--- src/rtl/instruction_fetch_unit_pkg.sv ---
// Shared definitions for the instruction fetch unit.
// Holds datapath widths, the PC step and the fetch FSM state encoding.
//
// state        | meaning
// ST_FETCH     | request outstanding at PC; completions go to slot or skid
// ST_WAIT_SKID | skid full, no request issued until the slot drains
// ST_DISCARD   | abandoned request still held on the bus; its data is dropped
package instruction_fetch_unit_pkg;

  localparam int INSTR_WIDTH = 32;
  localparam int ADDR_WIDTH  = 32;
  localparam logic [ADDR_WIDTH-1:0] PC_INCREMENT = 32'd4;

  typedef enum logic [1:0] {
    ST_FETCH     = 2'b00,
    ST_WAIT_SKID = 2'b01,
    ST_DISCARD   = 2'b10
  } fetch_state_t;

  // Redirect targets are forced to a word boundary.
  function automatic logic [ADDR_WIDTH-1:0] align_word(input logic [ADDR_WIDTH-1:0] addr);
    return {addr[ADDR_WIDTH-1:2], 2'b00};
  endfunction

endpackage

--- src/rtl/instruction_fetch_unit_if.sv ---
// Bus bundle between the fetch unit, instruction memory and the decode stage.
//   IMEM_READ/IMEM_ADDRESS      : fetch request (held until IMEM_BUSYWAIT=0)
//   IMEM_READDATA/IMEM_BUSYWAIT : memory response
//   STALL                       : decode cannot accept the output slot
//   BRANCH_TAKEN/BRANCH_TARGET  : redirect request
//   OUT_INSTRUCTION/OUT_PC/OUT_VALID : output slot towards IF/ID
// master = fetch unit side, slave = memory/decode side.
interface instruction_fetch_unit_if;
  import instruction_fetch_unit_pkg::*;

  logic                   IMEM_READ;
  logic [ADDR_WIDTH-1:0]  IMEM_ADDRESS;
  logic [INSTR_WIDTH-1:0] IMEM_READDATA;
  logic                   IMEM_BUSYWAIT;
  logic                   STALL;
  logic                   BRANCH_TAKEN;
  logic [ADDR_WIDTH-1:0]  BRANCH_TARGET;
  logic [INSTR_WIDTH-1:0] OUT_INSTRUCTION;
  logic [ADDR_WIDTH-1:0]  OUT_PC;
  logic                   OUT_VALID;

  modport master (
    output IMEM_READ, IMEM_ADDRESS, OUT_INSTRUCTION, OUT_PC, OUT_VALID,
    input  IMEM_READDATA, IMEM_BUSYWAIT, STALL, BRANCH_TAKEN, BRANCH_TARGET
  );

  modport slave (
    input  IMEM_READ, IMEM_ADDRESS, OUT_INSTRUCTION, OUT_PC, OUT_VALID,
    output IMEM_READDATA, IMEM_BUSYWAIT, STALL, BRANCH_TAKEN, BRANCH_TARGET
  );

endinterface

--- src/rtl/instruction_fetch_unit_fetch_skid_buffer.sv ---
// Output slot plus one-entry skid register for the fetch unit.
//   clk, rst_n      : clock, synchronous active-low reset
//   flush           : invalidate slot and skid (redirect)
//   wr_en/wr_*      : completed fetch to be stored
//   stall           : decode not accepting the slot
//   out_*           : output slot
//   skid_valid_nxt  : skid occupancy after this edge (used by the FSM)
module fetch_skid_buffer
  import instruction_fetch_unit_pkg::*;
(
  input  logic                   clk,
  input  logic                   rst_n,
  input  logic                   flush,
  input  logic                   wr_en,
  input  logic [INSTR_WIDTH-1:0] wr_instr,
  input  logic [ADDR_WIDTH-1:0]  wr_pc,
  input  logic                   stall,
  output logic [INSTR_WIDTH-1:0] out_instr,
  output logic [ADDR_WIDTH-1:0]  out_pc,
  output logic                   out_valid,
  output logic                   skid_valid_nxt
);

  logic [INSTR_WIDTH-1:0] slot_instr_q, slot_instr_d;
  logic [ADDR_WIDTH-1:0]  slot_pc_q, slot_pc_d;
  logic                   slot_valid_q, slot_valid_d;
  logic [INSTR_WIDTH-1:0] skid_instr_q, skid_instr_d;
  logic [ADDR_WIDTH-1:0]  skid_pc_q, skid_pc_d;
  logic                   skid_valid_q, skid_valid_d;
  logic                   slot_free;

  always_comb begin
    slot_instr_d = slot_instr_q;
    slot_pc_d    = slot_pc_q;
    slot_valid_d = slot_valid_q;
    skid_instr_d = skid_instr_q;
    skid_pc_d    = skid_pc_q;
    skid_valid_d = skid_valid_q;
    // Slot can take new content if empty or consumed at this edge.
    slot_free    = !slot_valid_q || !stall;

    if (flush) begin
      slot_valid_d = 1'b0;
      skid_valid_d = 1'b0;
    end else if (slot_free) begin
      if (skid_valid_q) begin
        // Skid is older than any new completion, so it goes first.
        slot_instr_d = skid_instr_q;
        slot_pc_d    = skid_pc_q;
        slot_valid_d = 1'b1;
        skid_valid_d = wr_en;
        if (wr_en) begin
          skid_instr_d = wr_instr;
          skid_pc_d    = wr_pc;
        end
      end else if (wr_en) begin
        slot_instr_d = wr_instr;
        slot_pc_d    = wr_pc;
        slot_valid_d = 1'b1;
      end else begin
        slot_valid_d = 1'b0;
      end
    end else if (wr_en) begin
      skid_instr_d = wr_instr;
      skid_pc_d    = wr_pc;
      skid_valid_d = 1'b1;
    end
  end

  always_ff @(posedge clk) begin
    if (!rst_n) begin
      slot_instr_q <= '0;
      slot_pc_q    <= '0;
      slot_valid_q <= 1'b0;
      skid_instr_q <= '0;
      skid_pc_q    <= '0;
      skid_valid_q <= 1'b0;
    end else begin
      slot_instr_q <= slot_instr_d;
      slot_pc_q    <= slot_pc_d;
      slot_valid_q <= slot_valid_d;
      skid_instr_q <= skid_instr_d;
      skid_pc_q    <= skid_pc_d;
      skid_valid_q <= skid_valid_d;
    end
  end

  assign out_instr      = slot_instr_q;
  assign out_pc         = slot_pc_q;
  assign out_valid      = slot_valid_q;
  assign skid_valid_nxt = skid_valid_d;

endmodule

--- src/rtl/instruction_fetch_unit.sv ---
// Instruction fetch unit: PC, fetch FSM and memory request generation.
// The slot/skid pair lives in fetch_skid_buffer.
//   CLK   : clock, rising edge
//   RESET : synchronous active-low reset
//   bus   : memory request/response, decode handshake, redirect, output slot
module instruction_fetch_unit
  import instruction_fetch_unit_pkg::*;
#(
  parameter logic [31:0] RESET_PC = 32'h0000_0000
) (
  input  logic                     CLK,
  input  logic                     RESET,
  instruction_fetch_unit_if.master bus
);

  fetch_state_t          state_q, state_d;
  logic [ADDR_WIDTH-1:0] pc_q, pc_d;
  logic [ADDR_WIDTH-1:0] addr_q, addr_d;
  logic                  read_q, read_d;
  logic                  flush;
  logic                  wr_en;
  logic                  skid_valid_nxt;

  always_comb begin
    state_d = state_q;
    pc_d    = pc_q;
    flush   = 1'b0;
    wr_en   = 1'b0;

    unique case (state_q)
      ST_FETCH: begin
        if (bus.BRANCH_TAKEN) begin
          pc_d    = align_word(bus.BRANCH_TARGET);
          flush   = 1'b1;
          // A still-busy request must be held on the bus until it finishes.
          state_d = bus.IMEM_BUSYWAIT ? ST_DISCARD : ST_FETCH;
        end else if (!bus.IMEM_BUSYWAIT) begin
          wr_en   = 1'b1;
          pc_d    = pc_q + PC_INCREMENT;
          state_d = skid_valid_nxt ? ST_WAIT_SKID : ST_FETCH;
        end
      end
      ST_WAIT_SKID: begin
        if (bus.BRANCH_TAKEN) begin
          pc_d    = align_word(bus.BRANCH_TARGET);
          flush   = 1'b1;
          state_d = ST_FETCH;
        end else begin
          state_d = skid_valid_nxt ? ST_WAIT_SKID : ST_FETCH;
        end
      end
      ST_DISCARD: begin
        if (bus.BRANCH_TAKEN) begin
          pc_d  = align_word(bus.BRANCH_TARGET);
          flush = 1'b1;
        end
        if (!bus.IMEM_BUSYWAIT) begin
          state_d = ST_FETCH;
        end
      end
      default: state_d = ST_FETCH;
    endcase

    read_d = (state_d != ST_WAIT_SKID);
    // DISCARD keeps presenting the abandoned address until it completes.
    addr_d = (state_d == ST_DISCARD) ? addr_q : pc_d;
  end

  always_ff @(posedge CLK) begin
    if (!RESET) begin
      state_q <= ST_FETCH;
      pc_q    <= RESET_PC;
      addr_q  <= RESET_PC;
      read_q  <= 1'b1;
    end else begin
      state_q <= state_d;
      pc_q    <= pc_d;
      addr_q  <= addr_d;
      read_q  <= read_d;
    end
  end

  // read_q is primed during reset so the first request appears in the first
  // cycle after release; gating keeps the bus idle while reset is held.
  assign bus.IMEM_READ    = read_q & RESET;
  assign bus.IMEM_ADDRESS = addr_q;

  fetch_skid_buffer u_skid (
    .clk            (CLK),
    .rst_n          (RESET),
    .flush          (flush),
    .wr_en          (wr_en),
    .wr_instr       (bus.IMEM_READDATA),
    .wr_pc          (pc_q),
    .stall          (bus.STALL),
    .out_instr      (bus.OUT_INSTRUCTION),
    .out_pc         (bus.OUT_PC),
    .out_valid      (bus.OUT_VALID),
    .skid_valid_nxt (skid_valid_nxt)
  );

endmodule

--- src/flat_wrapper.sv ---
// flat-port wrapper written by rule: the top's interface ports become plain ports
module instruction_fetch_unit_flat import instruction_fetch_unit_pkg::*;
#(
  parameter logic [31:0] RESET_PC = 32'h0000_0000
)
  (CLK, RESET, bus_IMEM_READ, bus_IMEM_ADDRESS, bus_OUT_INSTRUCTION, bus_OUT_PC, bus_OUT_VALID, bus_IMEM_READDATA, bus_IMEM_BUSYWAIT, bus_STALL, bus_BRANCH_TAKEN, bus_BRANCH_TARGET);
  instruction_fetch_unit_if bus_i ();
  input  logic CLK;
  input  logic RESET;
  output wire logic [$bits(bus_i.IMEM_READ)-1:0] bus_IMEM_READ;
  output wire logic [$bits(bus_i.IMEM_ADDRESS)-1:0] bus_IMEM_ADDRESS;
  output wire logic [$bits(bus_i.OUT_INSTRUCTION)-1:0] bus_OUT_INSTRUCTION;
  output wire logic [$bits(bus_i.OUT_PC)-1:0] bus_OUT_PC;
  output wire logic [$bits(bus_i.OUT_VALID)-1:0] bus_OUT_VALID;
  input wire logic [$bits(bus_i.IMEM_READDATA)-1:0] bus_IMEM_READDATA;
  input wire logic [$bits(bus_i.IMEM_BUSYWAIT)-1:0] bus_IMEM_BUSYWAIT;
  input wire logic [$bits(bus_i.STALL)-1:0] bus_STALL;
  input wire logic [$bits(bus_i.BRANCH_TAKEN)-1:0] bus_BRANCH_TAKEN;
  input wire logic [$bits(bus_i.BRANCH_TARGET)-1:0] bus_BRANCH_TARGET;
  assign bus_IMEM_READ = bus_i.IMEM_READ;
  assign bus_IMEM_ADDRESS = bus_i.IMEM_ADDRESS;
  assign bus_OUT_INSTRUCTION = bus_i.OUT_INSTRUCTION;
  assign bus_OUT_PC = bus_i.OUT_PC;
  assign bus_OUT_VALID = bus_i.OUT_VALID;
  assign bus_i.IMEM_READDATA = bus_IMEM_READDATA;
  assign bus_i.IMEM_BUSYWAIT = bus_IMEM_BUSYWAIT;
  assign bus_i.STALL = bus_STALL;
  assign bus_i.BRANCH_TAKEN = bus_BRANCH_TAKEN;
  assign bus_i.BRANCH_TARGET = bus_BRANCH_TARGET;
  instruction_fetch_unit #(.RESET_PC(RESET_PC)) u_core (.CLK(CLK), .RESET(RESET), .bus(bus_i));
endmodule
--- config.mk ---
export PLATFORM = sky130hd
export DESIGN_NAME = instruction_fetch_unit_flat
export DESIGN_NICKNAME = d
export VERILOG_FILES = /design/src/rtl/instruction_fetch_unit_pkg.sv /design/src/rtl/instruction_fetch_unit_if.sv /design/src/rtl/instruction_fetch_unit_fetch_skid_buffer.sv /design/src/rtl/instruction_fetch_unit.sv /design/src/flat_wrapper.sv
export SDC_FILE = /design/constraint.sdc
export NUM_CORES = 1
export LEC_CHECK = 0
export ABC_CLOCK_PERIOD_IN_PS = 4200
export CAP_MARGIN = 5
export CORE_MARGIN = 2
export CORE_UTILIZATION = 50
export CTS_CLUSTER_DIAMETER = 60
export DETAILED_ROUTE_END_ITERATION = 8
export PLACE_DENSITY_LB_ADDON = 0.2
export SLEW_MARGIN = 0
export SYNTH_ARGS = -nofsm -noshare
export SYNTH_HDL_FRONTEND = slang
export SYNTH_SLANG_ARGS = --single-unit
--- constraint.sdc ---
create_clock -name CLK -period 4.2 [get_ports CLK]
set_clock_uncertainty 0.05 [all_clocks]
set_input_delay 0.84 -clock CLK [delete_from_list [all_inputs] [get_ports CLK]]
set_output_delay 0.84 -clock CLK [all_outputs]
set_load 0.02 [all_outputs]
Word-level counts from Yosys, hierarchy flattened --
Cells that the tools add are included. Widths: inputs -> output; s select.
Word-level totals: word-level logic and storage cells 61, output and inout bits 98, input bits 69, register bits after elaboration 197
Cells by class: bitwise logic cells 3, eq/ne operators 5, add/subtract/negate cells 1, muxes and demuxes 32, reductions and logical operators 10
Operator list (count):
- $mux 32 | 13
- $pmux 32 s2 | 1
- $add 32x3->32 const B | 1
- $mux 1 | 12
- $mux 2 | 5
- $pmux 2 s3 | 1
- $eq 2x2->1 const B | 2
- $reduce_or 2->1 | 2
- $reduce_and 3->1 | 1
- $reduce_or 3->1 | 1
- $eq 2x1->1 const B | 1
- $logic_not 1->1 | 2
- $logic_not 2->1 | 1
- $ne 2x1->1 const B | 1
- $ne 2x2->1 const B | 1
- $not 1->1 | 2
- $reduce_and 2->1 | 1
- $reduce_bool 2->1 | 1
- $and 1x1->1 | 1
- $logic_or 1x1->1 | 1

Longest topological paths before layout --
word-level depth 11, gate-level depth with buffers 11

Hierarchy --
From an unflattened synthesis, not the netlist that was laid out.
Second synthesis, totals: cells, all modules 1141, area, all modules 9928.3 um2
By module, submodules not included:
- fetch_skid_buffer | seq. area each 2602.5 um2, times used 1, area an instance 6020.8 um2, cells each 653
- instruction_fetch_unit | seq. area each 1341.3 um2, times used 1, area an instance 3907.5 um2, cells each 488

Least setup slack after synthesis --
OpenSTA, ideal clock, no wires.
kind input to register, start point input bus_IMEM_BUSYWAIT, end point register u_core.addr_q[30] (netlist: u_core.bus.IMEM_ADDRESS[30]), arrival time 2.448 ns, path slack 1.568 ns, library setup time 0.134 ns, cell stages on the path 7, cells stage by stage buf_4 > nand4b_4 > or4_4 > nor4_2 > xor2_1 > a222oi_1 > a21oi_1
On the way: longest elaborated chain between the ends 11
Ends and longest elaborated chain:
- start: declaration | RTL line flat_wrapper.sv:16 | input wire logic [$bits(bus_i.IMEM_BUSYWAIT)-1:0] bus_IMEM_BUSYWAIT;
- $mux 1 | RTL line instruction_fetch_unit.sv:37 | end else if (!bus.IMEM_BUSYWAIT) begin
- $mux 1 | RTL line instruction_fetch_unit.sv:32 | if (bus.BRANCH_TAKEN) begin
- $mux 1 | RTL line instruction_fetch_unit.sv:30 | unique case (state_q)
- $mux 1, on equally long branches | RTL line instruction_fetch_unit_fetch_skid_buffer.sv:63, instruction_fetch_unit_fetch_skid_buffer.sv:46
- $mux 1 | RTL line instruction_fetch_unit_fetch_skid_buffer.sv:45 | end else if (slot_free) begin
- $mux 1 | RTL line instruction_fetch_unit_fetch_skid_buffer.sv:42 | if (flush) begin
- $mux 1 | RTL line instruction_fetch_unit.sv:40, instruction_fetch_unit.sv:49
- $mux 2 | RTL line instruction_fetch_unit.sv:37
- $mux 2 | RTL line instruction_fetch_unit.sv:32
- $pmux 2 s3 | RTL line instruction_fetch_unit.sv:30
- $eq 2x2->1 | RTL line instruction_fetch_unit.sv:66 | addr_d = (state_d == ST_DISCARD) ? addr_q : pc_d;
- end signal: assignment | RTL line instruction_fetch_unit.sv:78 | addr_q <= addr_d;
- end: declaration | RTL line instruction_fetch_unit.sv:18 | logic [ADDR_WIDTH-1:0] addr_q, addr_d;
Several ways; a longest one is shown, not always the timed one. A chain may end at the register's enable or synchronous reset.

Worst setup path after layout --
start point input bus_IMEM_BUSYWAIT, end point register u_core.addr_q[19] (netlist: u_core.bus.IMEM_ADDRESS[19])
Same word-level chain as after synthesis.

==> flow_metrics.py <==
metrics = {
    "setup_path": {
        "worstPathRequired_ps": 4450,
        "critPathMaxStageDelay_ps": 630,
        "critical_path_class": "primary input to flop",
        "reg2reg_from": "u_core.state_q[1]",
        "crit-reg2reg-capture": "u_core.bus.IMEM_ADDRESS[31]",
        "cp-end-kind": "flop",
        "startpoint_type": "primary input",
        "slowest_stage": "clkdlybuf4s50_1",
        "rrSetupSlack_ps": 1530,
        "rr_worst_depth": 8,
        "arrival_ps": 3390,
        "crit_chain": "clkdlybuf4s50_1 > nand4b_1 > nor3_1 > nand4_1 > xnor2_1 > a222oi_1 > a211oi_1",
        "crit_fanout": 11,
    },
    "route": {
        "viasPerCell": 5.618,
        "ant_nets": 0,
        "wl_per_cell_um": 16.43,
        "firstDrtPassIters": 5,
        "num_vias": 7719,
        "initialDrtViolationCount": 655,
        "wl_um": 22570,
        "drc": 0,
    },
    "placement": {
        "hpwl_um": 15090,
        "dp_slack_ps": 648.5,
        "dp.cells": 1342,
        "io_buffers": 164,
        "place_area_mm2": 0.01035,
        "routabilityCongestion": 0.9154,
    },
    "cells_and_area": {
        "final_area_mm2": 0.01092,
        "fin_cells": 1374,
        "drive_above_1_share_pct": 5.918,
        "diodes": 0,
        "finish.utilization_pct": 64.01,
        "syn2layout_area_growth_pct": 26.56,
        "nNetsFinal": 1210,
    },
    "clocking": {
        "hold_buffers": 0,
        "clock_latency_ps": 430,
        "clock-root-buffer": "clkbuf_16",
        "cts_buffers": 17,
        "clk_pin_slew_worst_paths_ps": 70,
        "cts_tree": "built",
        "cts_max_path_buffers": 2,
        "cts.sinks": 197,
        "cts_setup_buffers": 0,
        "htreeDepth": 4,
        "cts_resized": 0,
    },
    "synth": {
        "synth_area_leader_cell": "dfxtp_1",
        "synth_warnings": 0,
        "synth.most_common_cell": "dfxtp_1",
        "synth.avg_cell_area_um2": 8.376,
        "synth-async-reset-ratio_pct": 0,
        "synth_top_cells_by_count": "197 x dfxtp_1, 176 x nand2_1, 114 x nor2_1, 97 x a21oi_1, 69 x a211oi_1",
        "synth_top_area_share_pct": 45.71,
        "netlist_area_mm2": 0.008627,
        "ys_ff_latch": 197,
        "synth_edf_count": 0,
        "yosysSeqAreaShare_pct": 45.71,
        "synth-main-ff-cell": "dfxtp_1",
        "yosysUniqueCellTypes": 65,
        "ys_top_cells_by_area": "dfxtp_1 46%, nand2_1 7.7%, mux2i_1 7.3%",
        "syn_nets": 1104,
        "syn_inst": 1030,
    },
    "floorplanning": {
        "ios": 167,
        "core_mm2": 0.01706,
        "initial_core_util_pct": 50.58,
        "fp.dieH_um": 135.4,
        "dieArea_mm2": 0.01832,
        "row_count": 48,
        "dieWidth_um": 135.4,
    },
    "sta": {
        "slew_viol_final": 0,
        "grt_setup_unrepaired": "false",
        "period_share_pct": 74.80,
        "final-hold-violation-count": 0,
        "tns_ps": 0,
        "slew_headroom_pct": 45.15,
        "fin_ws_ps": 1059,
        "tightest_slew_ps": 822.8,
        "finalSetupViolCount": 0,
        "max_freq_mhz": 318.3,
        "post-route-min-period_ps": 3142,
    },
    "run_status": {
        "outcome": "finished clean",
    },
    "global_routing": {
        "grt_pass1_vias": 6949,
        "grt_pass1_wl_um": 35770,
        "grt_antenna_before_repair": 0,
        "grt_use_total_pct": 24.47,
        "grt_max_degree": 132,
        "grt.overflow.total": 0,
    },
    "hold_path": {
        "hold_path.class": "flop to flop",
        "holdPathEnd": "u_core.u_skid.skid_instr_q[10]",
        "min-delay-start": "u_core.u_skid.skid_instr_q[10]",
        "hold_depth": 2,
    },
    "pwr": {
        "vdd_drop_max_mv": 0.3119,
        "p_leak_nw": 3.650,
        "p_per_area_mw_per_mm2": 379.5,
    },
    "run": {
        "drv_cap": 0,
    },
}
-- critical path, delay by kind of cell --
kind                      cells  cell delay, ps
xor gates and xnor gates      1             160
buffers and inverters         1             630
and+or+nand+nor               3            1200
AOI/OAI and AO/OA             2             550
-- cell usage in the layout, fill, tap and decap left out, drive strengths merged, types with 3 or more instances in the layout --
| cell | count |
|---|---|
| a221oi | 9 |
| buf | 14 |
| inv | 17 |
| mux2i | 63 |
| nand2 | 176 |
| o21ai | 40 |
| a211oi | 70 |
| nand2b | 4 |
| o31ai | 4 |
| nand4 | 13 |
| nor2b | 4 |
| or2 | 3 |
| nand4b | 3 |
| clkbuf | 18 |
| nand3 | 17 |
| and3 | 7 |
| o21a | 5 |
| or4 | 5 |
| a22o | 3 |
| clkdlybuf4s50 | 164 |
| xnor2 | 3 |
| ha | 5 |
| a31o | 3 |
| a221o | 4 |
| a22oi | 6 |
| o22a | 5 |
| o22ai | 4 |
| nor3 | 12 |
| nor2 | 115 |
| a21oi | 97 |
| xor2 | 6 |
| dfxtp | 197 |
| or3 | 5 |
| nor4 | 8 |
| a222oi | 6 |
| and2 | 7 |
| clkinv | 5 |
-- routing by layer --
| metal | wire (µm) | GRT usage, % | part of all wire [%] | vias up |
|---|---|---|---|---|
| met5 | 0 | 0 | 0 | - |
| met3 | 1507 | 4.751 | 6.7 | 29 |
| met2 | 10160 | 38.27 | 45 | 280 |
| li1 | - | - | - | 3871 |
| met1 | 10510 | 34.48 | 47 | 3539 |
| met4 | 391 | 7.118 | 1.7 | 0 |
-- worst max-delay path by stage --
stage / start / to / depth (start not counted)
2_1_floorplan: bus_IMEM_BUSYWAIT / u_core.bus.IMEM_ADDRESS[30] / 7
3_3_place_gp: bus_IMEM_BUSYWAIT / u_core.bus.IMEM_ADDRESS[19] / 7
3_5_place_dp: bus_IMEM_BUSYWAIT / u_core.bus.IMEM_ADDRESS[19] / 7
4_1_cts: bus_IMEM_BUSYWAIT / u_core.bus.IMEM_ADDRESS[19] / 7
5_1_grt: bus_IMEM_BUSYWAIT / u_core.bus.IMEM_ADDRESS[19] / 7
6_report: bus_IMEM_BUSYWAIT / u_core.bus.IMEM_ADDRESS[19] / 7
-- final cells by class --
cell class              count  area (µm²)
clock buffers              18       429.2
clock inverters            14       141.4
fillers                  1474        6138
inverters                   9       36.28
multi-input cells         733        4298
flip-flops and latches    197        3948
well taps                 225       281.5
repair buffers            178        1784
-- cell families (layout without fill, tap and decap cells) --
family                   after synthesis  after routing  synth area share (%)
AND/OR/NAND/NOR                      383            383                 19.99
multiplexers                          65             65                 7.571
adder cells (fa/ha/maj)                5              5                0.7252
AO/OA/AOI/OAI                        271            271                 20.33
buffers and inverters                100            219                 4.757
XOR/XNOR                               9              9                0.9138
flip-flops                           197            197                 45.71
-- where the power goes --
| group | internal, mW | total, mW | switching (mW) |
|---|---|---|---|
| Combinational | 0.251 | 0.538 | 0.287 |
| Clock | 0.839 | 1.59 | 0.747 |
| Sequential | 1.94 | 2.02 | 0.0762 |
-- through the flow --
stage                     hold slack [ps]  total power [mW]
after floorplan                     386.0             2.341
after global placement              390.9             2.587
after detailed placement            396.1             2.594
after CTS                           405.3             4.168
after global routing                419.8             4.304
final                               403.8             4.143
-- state kept, by name, indices dropped and copies added, names as in the netlist --
name / count
u_core.read_q: 1
u_core.bus.IMEM_ADDRESS: 32
u_core.u_skid.skid_valid_q: 1
u_core.u_skid.skid_pc_q: 32
u_core.pc_q: 32
u_core.u_skid.skid_instr_q: 32
u_core.u_skid.out_valid: 1
u_core.u_skid.out_instr: 32
u_core.u_skid.out_pc: 32
u_core.state_q: 2
(Power assumes the default switching activity.)
